### src/rtl/serial_tx.sv
// serial_tx: framed LSB-first serial transmitter; define SERIAL_TX_PARITY_EN to add an even-parity bit
module serial_tx #(
    parameter int WIDTH = 8,
    parameter int CLKS_PER_BIT = 4
) (
    input  logic             CLK,
    input  logic             RESET,
    input  logic [WIDTH-1:0] DATA,
    input  logic             VALID,
    output logic             READY,
    output logic             TXD,
    output logic             BUSY
);
    localparam int CW = CLKS_PER_BIT > 1 ? $clog2(CLKS_PER_BIT) : 1;
    localparam int BW = WIDTH > 1 ? $clog2(WIDTH) : 1;
    localparam logic [2:0] S_IDLE  = 3'd0;
    localparam logic [2:0] S_START = 3'd1;
    localparam logic [2:0] S_DATA  = 3'd2;
    localparam logic [2:0] S_STOP  = 3'd4;
`ifdef SERIAL_TX_PARITY_EN
    localparam logic [2:0] S_PARITY = 3'd3;
    localparam logic [2:0] S_AFTER  = S_PARITY;
`else
    localparam logic [2:0] S_AFTER  = S_STOP;
`endif
    logic [2:0]       state, state_n;
    logic [CW-1:0]    cyc, cyc_n;
    logic [BW-1:0]    bitc, bitc_n;
    logic [WIDTH-1:0] shreg, shreg_n;
    logic             last, txd_n;
    assign last = cyc == CW'(CLKS_PER_BIT - 1);
    assign BUSY = ~READY;
    always_comb begin
        state_n = state;
        cyc_n   = last ? '0 : cyc + 1'b1;
        bitc_n  = bitc;
        shreg_n = shreg;
        case (state)
            S_IDLE: begin
                cyc_n = '0;
                if (VALID) begin
                    state_n = S_START;
                    bitc_n  = '0;
                    shreg_n = DATA;
                end
            end
            S_START: state_n = last ? S_DATA : S_START;
            S_DATA: if (last) begin
                if (bitc == BW'(WIDTH - 1)) state_n = S_AFTER;
                else begin
                    bitc_n  = bitc + 1'b1;
                    shreg_n = shreg >> 1;
                end
            end
`ifdef SERIAL_TX_PARITY_EN
            S_PARITY: state_n = last ? S_STOP : S_PARITY;
`endif
            S_STOP: state_n = last ? S_IDLE : S_STOP;
            default: state_n = S_IDLE;
        endcase
    end
`ifdef SERIAL_TX_PARITY_EN
    // parity is taken from the word at handshake since the shift register is consumed
    logic par;
    always_ff @(posedge CLK) begin
        if (RESET) par <= 1'b0;
        else if (state == S_IDLE && VALID) par <= ^DATA;
    end
    assign txd_n = state_n == S_START ? 1'b0 :
                   state_n == S_DATA ? shreg_n[0] :
                   state_n == S_PARITY ? par : 1'b1;
`else
    assign txd_n = state_n == S_START ? 1'b0 :
                   state_n == S_DATA ? shreg_n[0] : 1'b1;
`endif
    always_ff @(posedge CLK) begin
        if (RESET) begin
            state <= S_IDLE;
            cyc   <= '0;
            bitc  <= '0;
            shreg <= '0;
            TXD   <= 1'b1;
            READY <= 1'b1;
        end else begin
            state <= state_n;
            cyc   <= cyc_n;
            bitc  <= bitc_n;
            shreg <= shreg_n;
            TXD   <= txd_n;
            READY <= state_n == S_IDLE;
        end
    end
endmodule

### config.mk
export PLATFORM = sky130hd
export DESIGN_NAME = serial_tx
export DESIGN_NICKNAME = d
export VERILOG_FILES = /design/src/rtl/serial_tx.sv
export SDC_FILE = /design/constraint.sdc
export NUM_CORES = 1
export LEC_CHECK = 0
export BUFFER_PORTS_ARGS = -buffer_cell sky130_fd_sc_hd__buf_2
export CAP_MARGIN = 10
export CORE_UTILIZATION = 55
export DETAILED_ROUTE_END_ITERATION = 12
export PLACE_DENSITY_LB_ADDON = 0.25
export SLEW_MARGIN = 25
export SYNTH_ARGS = -nofsm -noshare
export SYNTH_HDL_FRONTEND = slang
export SYNTH_SLANG_ARGS = --single-unit
### constraint.sdc
create_clock -name CLK -period 2.8 [get_ports CLK]
set_input_delay 0.28 -clock CLK [delete_from_list [all_inputs] [get_ports CLK]]
set_output_delay 0.28 -clock CLK [all_outputs]
set_load 0.1 [all_outputs]
Yosys cells after proc, flatten, opt, wreduce, memory -nomap -nowiden

Index checks and enable logic that the tools add are counted.
W data, S select, Z words.

Input port bits: 11
Output and inout port bits: 3
Memories: 0
Word-level logic and storage cells: 41
Register bits: 18
Bits in latches: 0
Bits in read-only memories: 0
Bits in writable memories: 0

Bitwise logic cells: 1
Reduce and logical (&&, ||, !) cells: 5
Divide/modulo/power cells: 0
Mux-type cells: 16
Multiply operators: 0
Add/sub/neg operators: 2
Shift operators: 0
Magnitude comparators: 0
Equality and inequality tests: 10

Operators by type and width:

| operator              | number |
|---|---|
| $mux W8               | 3 |
| $mux W3               | 7 |
| $pmux W8 S2           | 1 |
| $pmux W3 S4           | 1 |
| $eq A3 B1 Y1 const B  | 2 |
| $eq A3 B2 Y1 const B  | 2 |
| $eq A3 B3 Y1 const B  | 2 |
| $logic_not A3 Y1      | 2 |
| $ne A2 B2 Y1 const B  | 3 |
| $pmux W3 S2           | 1 |
| $reduce_and A4 Y1     | 1 |
| $add A3 B1 Y3 const B | 1 |
| $reduce_or A3 Y1      | 1 |
| $add A2 B1 Y2 const B | 1 |
| $eq A2 B2 Y1 const B  | 1 |
| $mux W1               | 2 |
| $mux W2               | 1 |
| $reduce_bool A2 Y1    | 1 |
| $not A1 Y1            | 1 |

Logic depth before layout (Yosys ltp)

Gate-level depths: netlist of the first run.

Word-level depth: 7
Gate-level depth with buffers: 7
Mapped depth without buffers: 6

Worst setup path before layout of the first run

OpenSTA, ideal clock, no wires.

Kind: flip-flop to output port
Start point: reg READY
End point: out BUSY
Path buffers: 0
Stages on the path, launching flop included: 2
Setup slack: 0.910 ns
Arrival time: 1.610 ns
Data required time: 2.520 ns
Path through: dfxtp_1 -> inv_1

Longest elaborated chain between the ends: 1

RTL lines:

| element                | RTL line | text |
|---|---|---|
| from (decl)            | 10       | `output logic READY,` |
| from (signal assigned) | 83       | `READY <= 1'b1;` |
| from (signal assigned) | 90       | `READY <= state_n == S_IDLE;` |
| $not A1 Y1             | 32       | `assign BUSY = ~READY;` |
| to (decl)              | 12       | `output logic BUSY` |

Every way passes these cells.

Final worst setup path of the first run

Start point: reg bitc[0]
End point: reg shreg[6]

Longest elaborated chain between the ends: 3

RTL lines:

| element                            | RTL line | text |
|---|---|---|
| from (decl)                        | 28       | `logic [BW-1:0] bitc, bitc_n;` |
| from (signal assigned)             | 87       | `bitc <= bitc_n;` |
| $eq A3 B3 Y1                       | 49       | `if (bitc == BW'(WIDTH - 1)) state_n = S_AFTER;` |
| $ne A2 B2 Y1 (no source line)      | -        |  |
| $reduce_and A4 Y1 (no source line) | -        |  |
| to (signal assigned)               | 88       | `shreg <= shreg_n;` |
| to (decl)                          | 29       | `logic [WIDTH-1:0] shreg, shreg_n;` |

Every way passes these cells.
A chain may end at the register's enable or synchronous reset.

==> results by group, run 1 <==
Final layout
  – Number of nets in the layout: just over 100
  – Finished Cell Area: 856 um^2
  – Area Overhead vs Synth: 7.55%
  – Share of cells above drive strength 1: 0.253
  – Filler cells: slightly above 100
  – N_diodes: 0
  – Final design utilization: 0.650
  – Post-Layout Cell Count: slightly above 100

Clocking
  – Root Driver: clkbuf_4
  – TritonCTS clock tree: done
  – Clock latency on the worst-skew pair: around 280 ps
  – H-tree levels: 1
  – Hold_buf cts: 0
  – PostCTS Resize Cnt: 0
  – Number of CTS-inserted buffers: 3
  – Clk pin slew, worst setup/hold paths: around 90 ps
  – Clk buf depth: 2
  – Post-CTS Setup Bufs: 0
  – Number of clock sinks: 18

Synth
  – Synth area leader: dfxtp_1
  – Post-Syn Instances: just under 80
  – YS warnings: 0
  – Avg Synthesized Cell Area: approximately 10 um^2
  – Distinct cells, synth: 28
  – Synth top area cells: dfxtp_1, a222oi_1, nor2_1
  – Synth Register Bits: 18
  – Top cell type's share of synthesized area: 0.453
  – Post-synthesis sequential area ratio: 0.453
  – Mapped cell area: 796 um^2
  – Syn nets: 91

Routing
  – Post-DRT Antenna Nets: 0
  – DRT iter0 DRCs: 25
  – Total number of vias: 607
  – WL final: approximately 1400 um
  – Routed WL per cell: 13.9 um
  – Vias per cell: 5.95
  – Length of the first detailed-routing pass in iterations: 5
  – DRC: 0

Placed design
  – HPWL Detailed: roughly 960 um
  – Placed cell area: 833 um^2
  – # port buffers: 13
  – Dpl cells: between 90 and 100
  – Gpl congestion: between 0.7 and 0.8

GRT
  – GRT overflow: 0
  – Vias in the first global route: ~520
  – Initial antenna violation count: 0
  – GRT Total Usage: 0.211
  – First-pass GRT wire length: 2190 um
  – Largest net degree at the start of global routing: 18

Pwr
  – LEAKAGE: about 0.00035 uW
  – Worst vdd rail ir drop: ~0.32 mV
  – Power Density: approximately 540 nW/um^2

Floorplan
  – Die height: 40.0 um
  – DIE WIDTH: approximately 40 um
  – Core Box Area: ~1300 um^2
  – Rows: 13
  – IO Pins: 14
  – Die area: between 1500 and 2000 um^2
  – Starting density of the core: 0.604

Min path
  – Worst min path class: in -> reg

Worst setup path
  – CP Class: reg -> reg
  – Crit. End Element: flop
  – WP data required: a little under 3000 ps
  – Startpoint types: flop
  – Crit path max fanout: 10
  – Arrival @ worst endpoint: 1940 ps

Timing
  – Layout Skew: 1.03 ps
  – Final setup violation count: 0
  – Fin crit period: 1770 ps
  – Final Hold Viols: 0
  – Setup TNS: 0 ps
  – Relative slew slack: 0.646
  – Highest Clock Rate: about 560 MHz
  – Max Slew Vio Count: 0
  – Period utilisation layout: 0.633
  – Unrepaired setup endpoints after global routing: no
  – Worst Max-Slew Pin Slew: ~530 ps

Status
  – Status: complete, no violations

Flow run
  – Max_cap viols: 0
layout by cell type, fill, tap and decap left out:
| master | instances |
|---|---|
| a211oi_1 | 2 |
| a211oi_2 | 1 |
| a21oi_1 | 1 |
| a221oi_2 | 1 |
| a222oi_1 | 6 |
| a22oi_1 | 3 |
| and2_1 | 1 |
| and2b_1 | 1 |
| and3b_4 | 1 |
| and4b_2 | 1 |
| buf_2 | 13 |
| clkbuf_4 | 3 |
| dfxtp_1 | 18 |
| ha_1 | 3 |
| inv_1 | 3 |
| mux2i_1 | 2 |
| nand2_1 | 1 |
| nand3b_1 | 2 |
| nor2_1 | 15 |
| nor3_1 | 2 |
| nor3b_1 | 1 |
| nor4_1 | 1 |
| nor4b_1 | 1 |
| nor4b_4 | 1 |
| o21ai_1 | 1 |
| o21ai_2 | 1 |
| o21bai_1 | 1 |
cell usage after synthesis (all sizes together):
| master | n |
|---|---|
| a211oi | 3 |
| a21oi | 1 |
| a221oi | 1 |
| a222oi | 6 |
| a22oi | 3 |
| and2 | 1 |
| and2b | 1 |
| and3b | 1 |
| and4b | 1 |
| buf | 4 |
| clkbuf | 2 |
| dfxtp | 18 |
| ha | 3 |
| inv | 3 |
| mux2i | 2 |
| nand2 | 1 |
| nand3b | 2 |
| nor2 | 15 |
| nor3 | 2 |
| nor3b | 1 |
| nor4 | 1 |
| nor4b | 2 |
| o21ai | 2 |
| o21bai | 1 |
path summary, 6_finish.rpt:
| kind | from | endpoint | slack (ps) | depth (start not counted) |
|---|---|---|---|---|
| worst max-delay path | bitc[0]$_SDFFE_PP0P_ | shreg[6]$_SDFFE_PP0P_ | 1030 | 6 |
| worst max register to register | bitc[0]$_SDFFE_PP0P_ | shreg[6]$_SDFFE_PP0P_ | 1030 | 6 |
| worst min register to register | cyc[0]$_SDFF_PP0_ | cyc[0]$_SDFF_PP0_ | 440 | 1 |
| worst min-delay path | DATA[3] | shreg[3]$_SDFFE_PP0P_ | 240 | 3 |
flip-flops by register name, indices dropped and copies added, names as in the netlist:
signal  flops
READY       1
TXD         1
bitc        3
cyc         2
shreg       8
state       3
worst max-delay path, cell delays in order (launching register included):
cell and delay, ps:
dfxtp_1 340, ha_1 190, ha_1 200, and3b_4 320
o21ai_2 130, a222oi_1 400, nor2_1 70
metrics by stage:
step	hold WS, ps	total power [uW]	worst slack (ps)
floorplan	407	335	910
global placement	418	348	1110
detailed placement	434	350	1050
CTS	227	470	1040
global route	229	487	927
finish	238	463	1030
logic make-up (layout without fill, tap and decap cells):
group                    count (synthesis)  in the layout  share of synthesized area
flip-flops                              18             18                      0.453
AO/OA/AOI/OAI                           17             17                      0.190
adder cells (fa/ha/maj)                  3              3                     0.0472
multiplexers                             2              2                     0.0252
buffers and inverters                    9             19                     0.0723
AND/OR/NAND/NOR                         28             28                      0.212
final cells by class:
cell class | count | area (um^2) | share of cell area
multi-input cells | 50 | 378 | 0.442
flip-flops and latches | 18 | 360 | 0.421
repair buffers | 13 | 65.1 | 0.0760
clock buffers | 3 | 22.5 | 0.0263
well taps | 15 | 18.8 | 0.0219
inverters | 3 | 11.3 | 0.0132
power breakdown:
group          total, uW  switching, uW  leakage (uW)  internal, uW
combinational       69.2           46.8      0.000190          22.4
sequential           275           7.58      0.000147           267
clock                120           69.7     0.0000138          49.9
layer usage:
layer	global-route usage	vias up	share of wire
met3	0.100	2	0.053
met4	0.0517	0	0.0056
met5	0	-	0
met2	0.339	19	0.45
li1	-	308	-
met1	0.253	278	0.49
Power figures use the tool's default switching activity.
==> run 2: changes to the inputs <==
--- a/config.mk
+++ b/config.mk
@@ -7,7 +7,7 @@
 export LEC_CHECK = 0
 export BUFFER_PORTS_ARGS = -buffer_cell sky130_fd_sc_hd__buf_2
 export CAP_MARGIN = 10
-export CORE_UTILIZATION = 55
+export CORE_UTILIZATION = 47
 export DETAILED_ROUTE_END_ITERATION = 12
 export PLACE_DENSITY_LB_ADDON = 0.25
 export SLEW_MARGIN = 25
==> constraint.sdc (replaced) <==
create_clock -name CLK -period 1.5 [get_ports CLK]
set_input_delay 0.15 -clock CLK [delete_from_list [all_inputs] [get_ports CLK]]
set_output_delay 0.15 -clock CLK [all_outputs]
set_load 0.1 [all_outputs]
==> results by group, run 2 (same netlist as run 1, synthesis figures left out) <==
Status
  – Status: finished, violations left
  – Violated checks: negative setup slack

Routing
  – Vias per cell: 5.82 (-2.2%)
  – Post-DRT Antenna Nets: 0 (unchanged)
  – Length of the first detailed-routing pass in iterations: 6 (+1)
  – Routed WL per cell: 14.4 um (+3.1%)
  – WL final: 1610 um (+13%)
  – DRC: 0 (unchanged)
  – Total number of vias: 652 (+7.4%)
  – DRT iter0 DRCs: 24 (-4.0%)

Placed design
  – # port buffers: 13 (unchanged)
  – HPWL Detailed: 1130 um (+18%)
  – Dpl cells: 107 (+8.1%)
  – Gpl congestion: 0.783 (+6.2%)

Pwr
  – Sw Share: 0.276 (+0.00879)
  – LEAKAGE: 0.000388 uW (+11%)
  – Logic pwr share: 0.166 (+0.017)
  – Worst vdd rail ir drop: 0.609 mV (+90%)
  – Clock share of power: 0.259 (about the same)
  – Internal: 644 uW (+90%)
  – Sequential share of power: 0.576 (-0.017)
  – Net switching power: 246 uW (+98%)
  – Power Density: 915 nW/um^2 (+69%)

GRT
  – First-pass GRT wire length: 2780 um (+27%)
  – GRT Total Usage: 0.198 (-0.0136)
  – Largest net degree at the start of global routing: 18 (unchanged)
  – GRT overflow: 0 (unchanged)
  – Initial antenna violation count: 0 (unchanged)
  – Vias in the first global route: 652 (+26%)

Timing
  – Highest Clock Rate: 627 MHz (+11%)
  – Final Hold Viols: 0 (unchanged)
  – Period utilisation layout: 1.06 (+0.430)
  – Layout Skew: 8.14 ps (+7.11 ps)
  – Final setup violation count: 12 (+12)
  – Fin crit period: 1590 ps (-179 ps)
  – Worst Max-Slew Pin Slew: 485 ps (-43.7 ps)
  – Setup TNS: -871 ps (-871 ps)
  – Worst hold margin: 97.6 ps (-140 ps)
  – Relative slew slack: 0.679 (+0.0329)
  – Final setup margin: -94.0 ps (-1120 ps)
  – Max Slew Vio Count: 0 (unchanged)
  – Unrepaired setup endpoints after global routing: yes

Clocking
  – Root Driver: clkbuf_4
  – Clock latency on the worst-skew pair: 290 ps (about the same)
  – TritonCTS clock tree: done
  – Clk pin slew, worst setup/hold paths: 100 ps (about the same)
  – Number of clock sinks: 18 (unchanged)
  – Clk buf depth: 2 (unchanged)
  – H-tree levels: 1 (unchanged)
  – Number of CTS-inserted buffers: 3 (unchanged)

Worst setup path
  – CP Capture Point: shreg[4]$_SDFFE_PP0P_
  – CP Class: reg -> reg
  – Crit. End Element: flop
  – Crit path max fanout: 7 (-3)
  – WP data required: 1670 ps (-1300 ps)
  – Arrival @ worst endpoint: 1760 ps (-180 ps)
  – FF-to-FF End: shreg[4]$_SDFFE_PP0P_
  – Reg2reg start: bitc[0]$_SDFFE_PP0P_
  – R2R Setup Slk: -90 ps (-1120 ps)
  – Worst reg2reg path depth: 6 (unchanged)
  – Startpoint types: flop
  – Critical Path Source: bitc[0]$_SDFFE_PP0P_

Final layout
  – Post-Layout Cell Count: 112 (+9.8%)
  – Max reg flops: 8 (unchanged)
  – N_diodes: 0 (unchanged)
  – Commonest cells after routing, fill and taps aside: dfxtp_1, nor2_1, buf_2, buf_4, a222oi_1
  – Area Overhead vs Synth: 22.2%
  – Final design utilization: 0.631 (-0.0189)
  – Filler cells: 135 (+31%)
  – Largest registers: shreg (8), bitc (3), state (3)
  – Share of cells above drive strength 1: 0.406 (+0.153)
  – Number of nets in the layout: 112 (+8.7%)
  – Largest Register: shreg

Floorplan
  – Starting density of the core: 0.516 (-0.0878)
  – Die area: 1860 um^2 (+16%)
  – IO Pins: 14 (unchanged)
  – Rows: 14 (+1)
  – Core Box Area: 1540 um^2 (+17%)
  – Die height: 43.1 um (+7.8%)
  – DIE WIDTH: 43.1 um (+7.8%)

Flow run
  – Max_cap viols: 0 (unchanged)

Min path
  – Worst min path class: in -> reg
  – Hold path startpoint: DATA[1]
## run 2: cell count changes in the layout (fill, tap and decap cells not counted), sizes merged
cell and delta:
buf +9, inv -1, clkinvlp +1
## run 2: area by class of cell
| cell class | count | area [um^2] | area share |
|---|---|---|---|
| well taps | 16 | 20.0 | 0.0206 |
| flip-flops and latches | 18 | 364 | 0.375 |
| inverters | 3 | 15.0 | 0.0154 |
| multi-input cells | 50 | 418 | 0.430 |
| clock buffers | 3 | 22.5 | 0.0232 |
| repair buffers | 22 | 133 | 0.136 |
## run 2: power groups by stage
stage                     registers (uW)  logic [uW]  clock network (uW)
after global routing                 515         159                 261
after floorplan                      549        80.9                   0
after detailed placement             523         142                   0
final                                512         148                 230
after CTS                            512         145                 235
after global placement               522         140                   0
## run 2: per-stage QoR
| stage | worst slack (ps) | total power [uW] | cell area [um^2] |
|---|---|---|---|
| global route | -197 | 934 | 972 |
| global placement | -68.9 | 661 | 930 |
| finish | -94.0 | 890 | 972 |
| CTS | -97.9 | 892 | 967 |
| floorplan | -32.9 | 630 | 838 |
| detailed placement | -123 | 665 | 930 |
## run 2: worst min path at each step
stage | end | slack, ps | cells past startpoint
2_1_floorplan | shreg[0]$_SDFF_PP0_ | 300 | 2
3_3_place_gp | shreg[7]$_SDFFE_PP0P_ | 390 | 3
3_5_place_dp | shreg[5]$_SDFFE_PP0P_ | 400 | 3
4_1_cts | shreg[1]$_SDFFE_PP0P_ | 100 | 3
5_1_grt | shreg[0]$_SDFF_PP0_ | 100 | 3
6_report | shreg[1]$_SDFFE_PP0P_ | 100 | 3
## run 2: repair_timing
item                       4_1_cts  5_1_grt
gates resized for setup          0        1
hold endpoints to repair         0        0
hold buffers                     0        0
setup endpoints to repair        8       13
buffers inserted                 2        0
pin swaps                        7        4
## run 2: worst max-delay path, cell delays in order, from the launching register on
cell and delay (ps):
dfxtp_2 340, ha_4 160, ha_4 150, and3b_4 320
o21ai_4 90, a222oi_1 350, nor2_1 80
## run 2: routing by layer
layer / wire [um] / vias up / GRT usage
li1: - / 322 / -
met1: 679 / 312 / 0.240
met2: 837 / 16 / 0.334
met3: 78 / 2 / 0.0638
met4: 13 / 0 / 0.0485
met5: 0 / - / 0
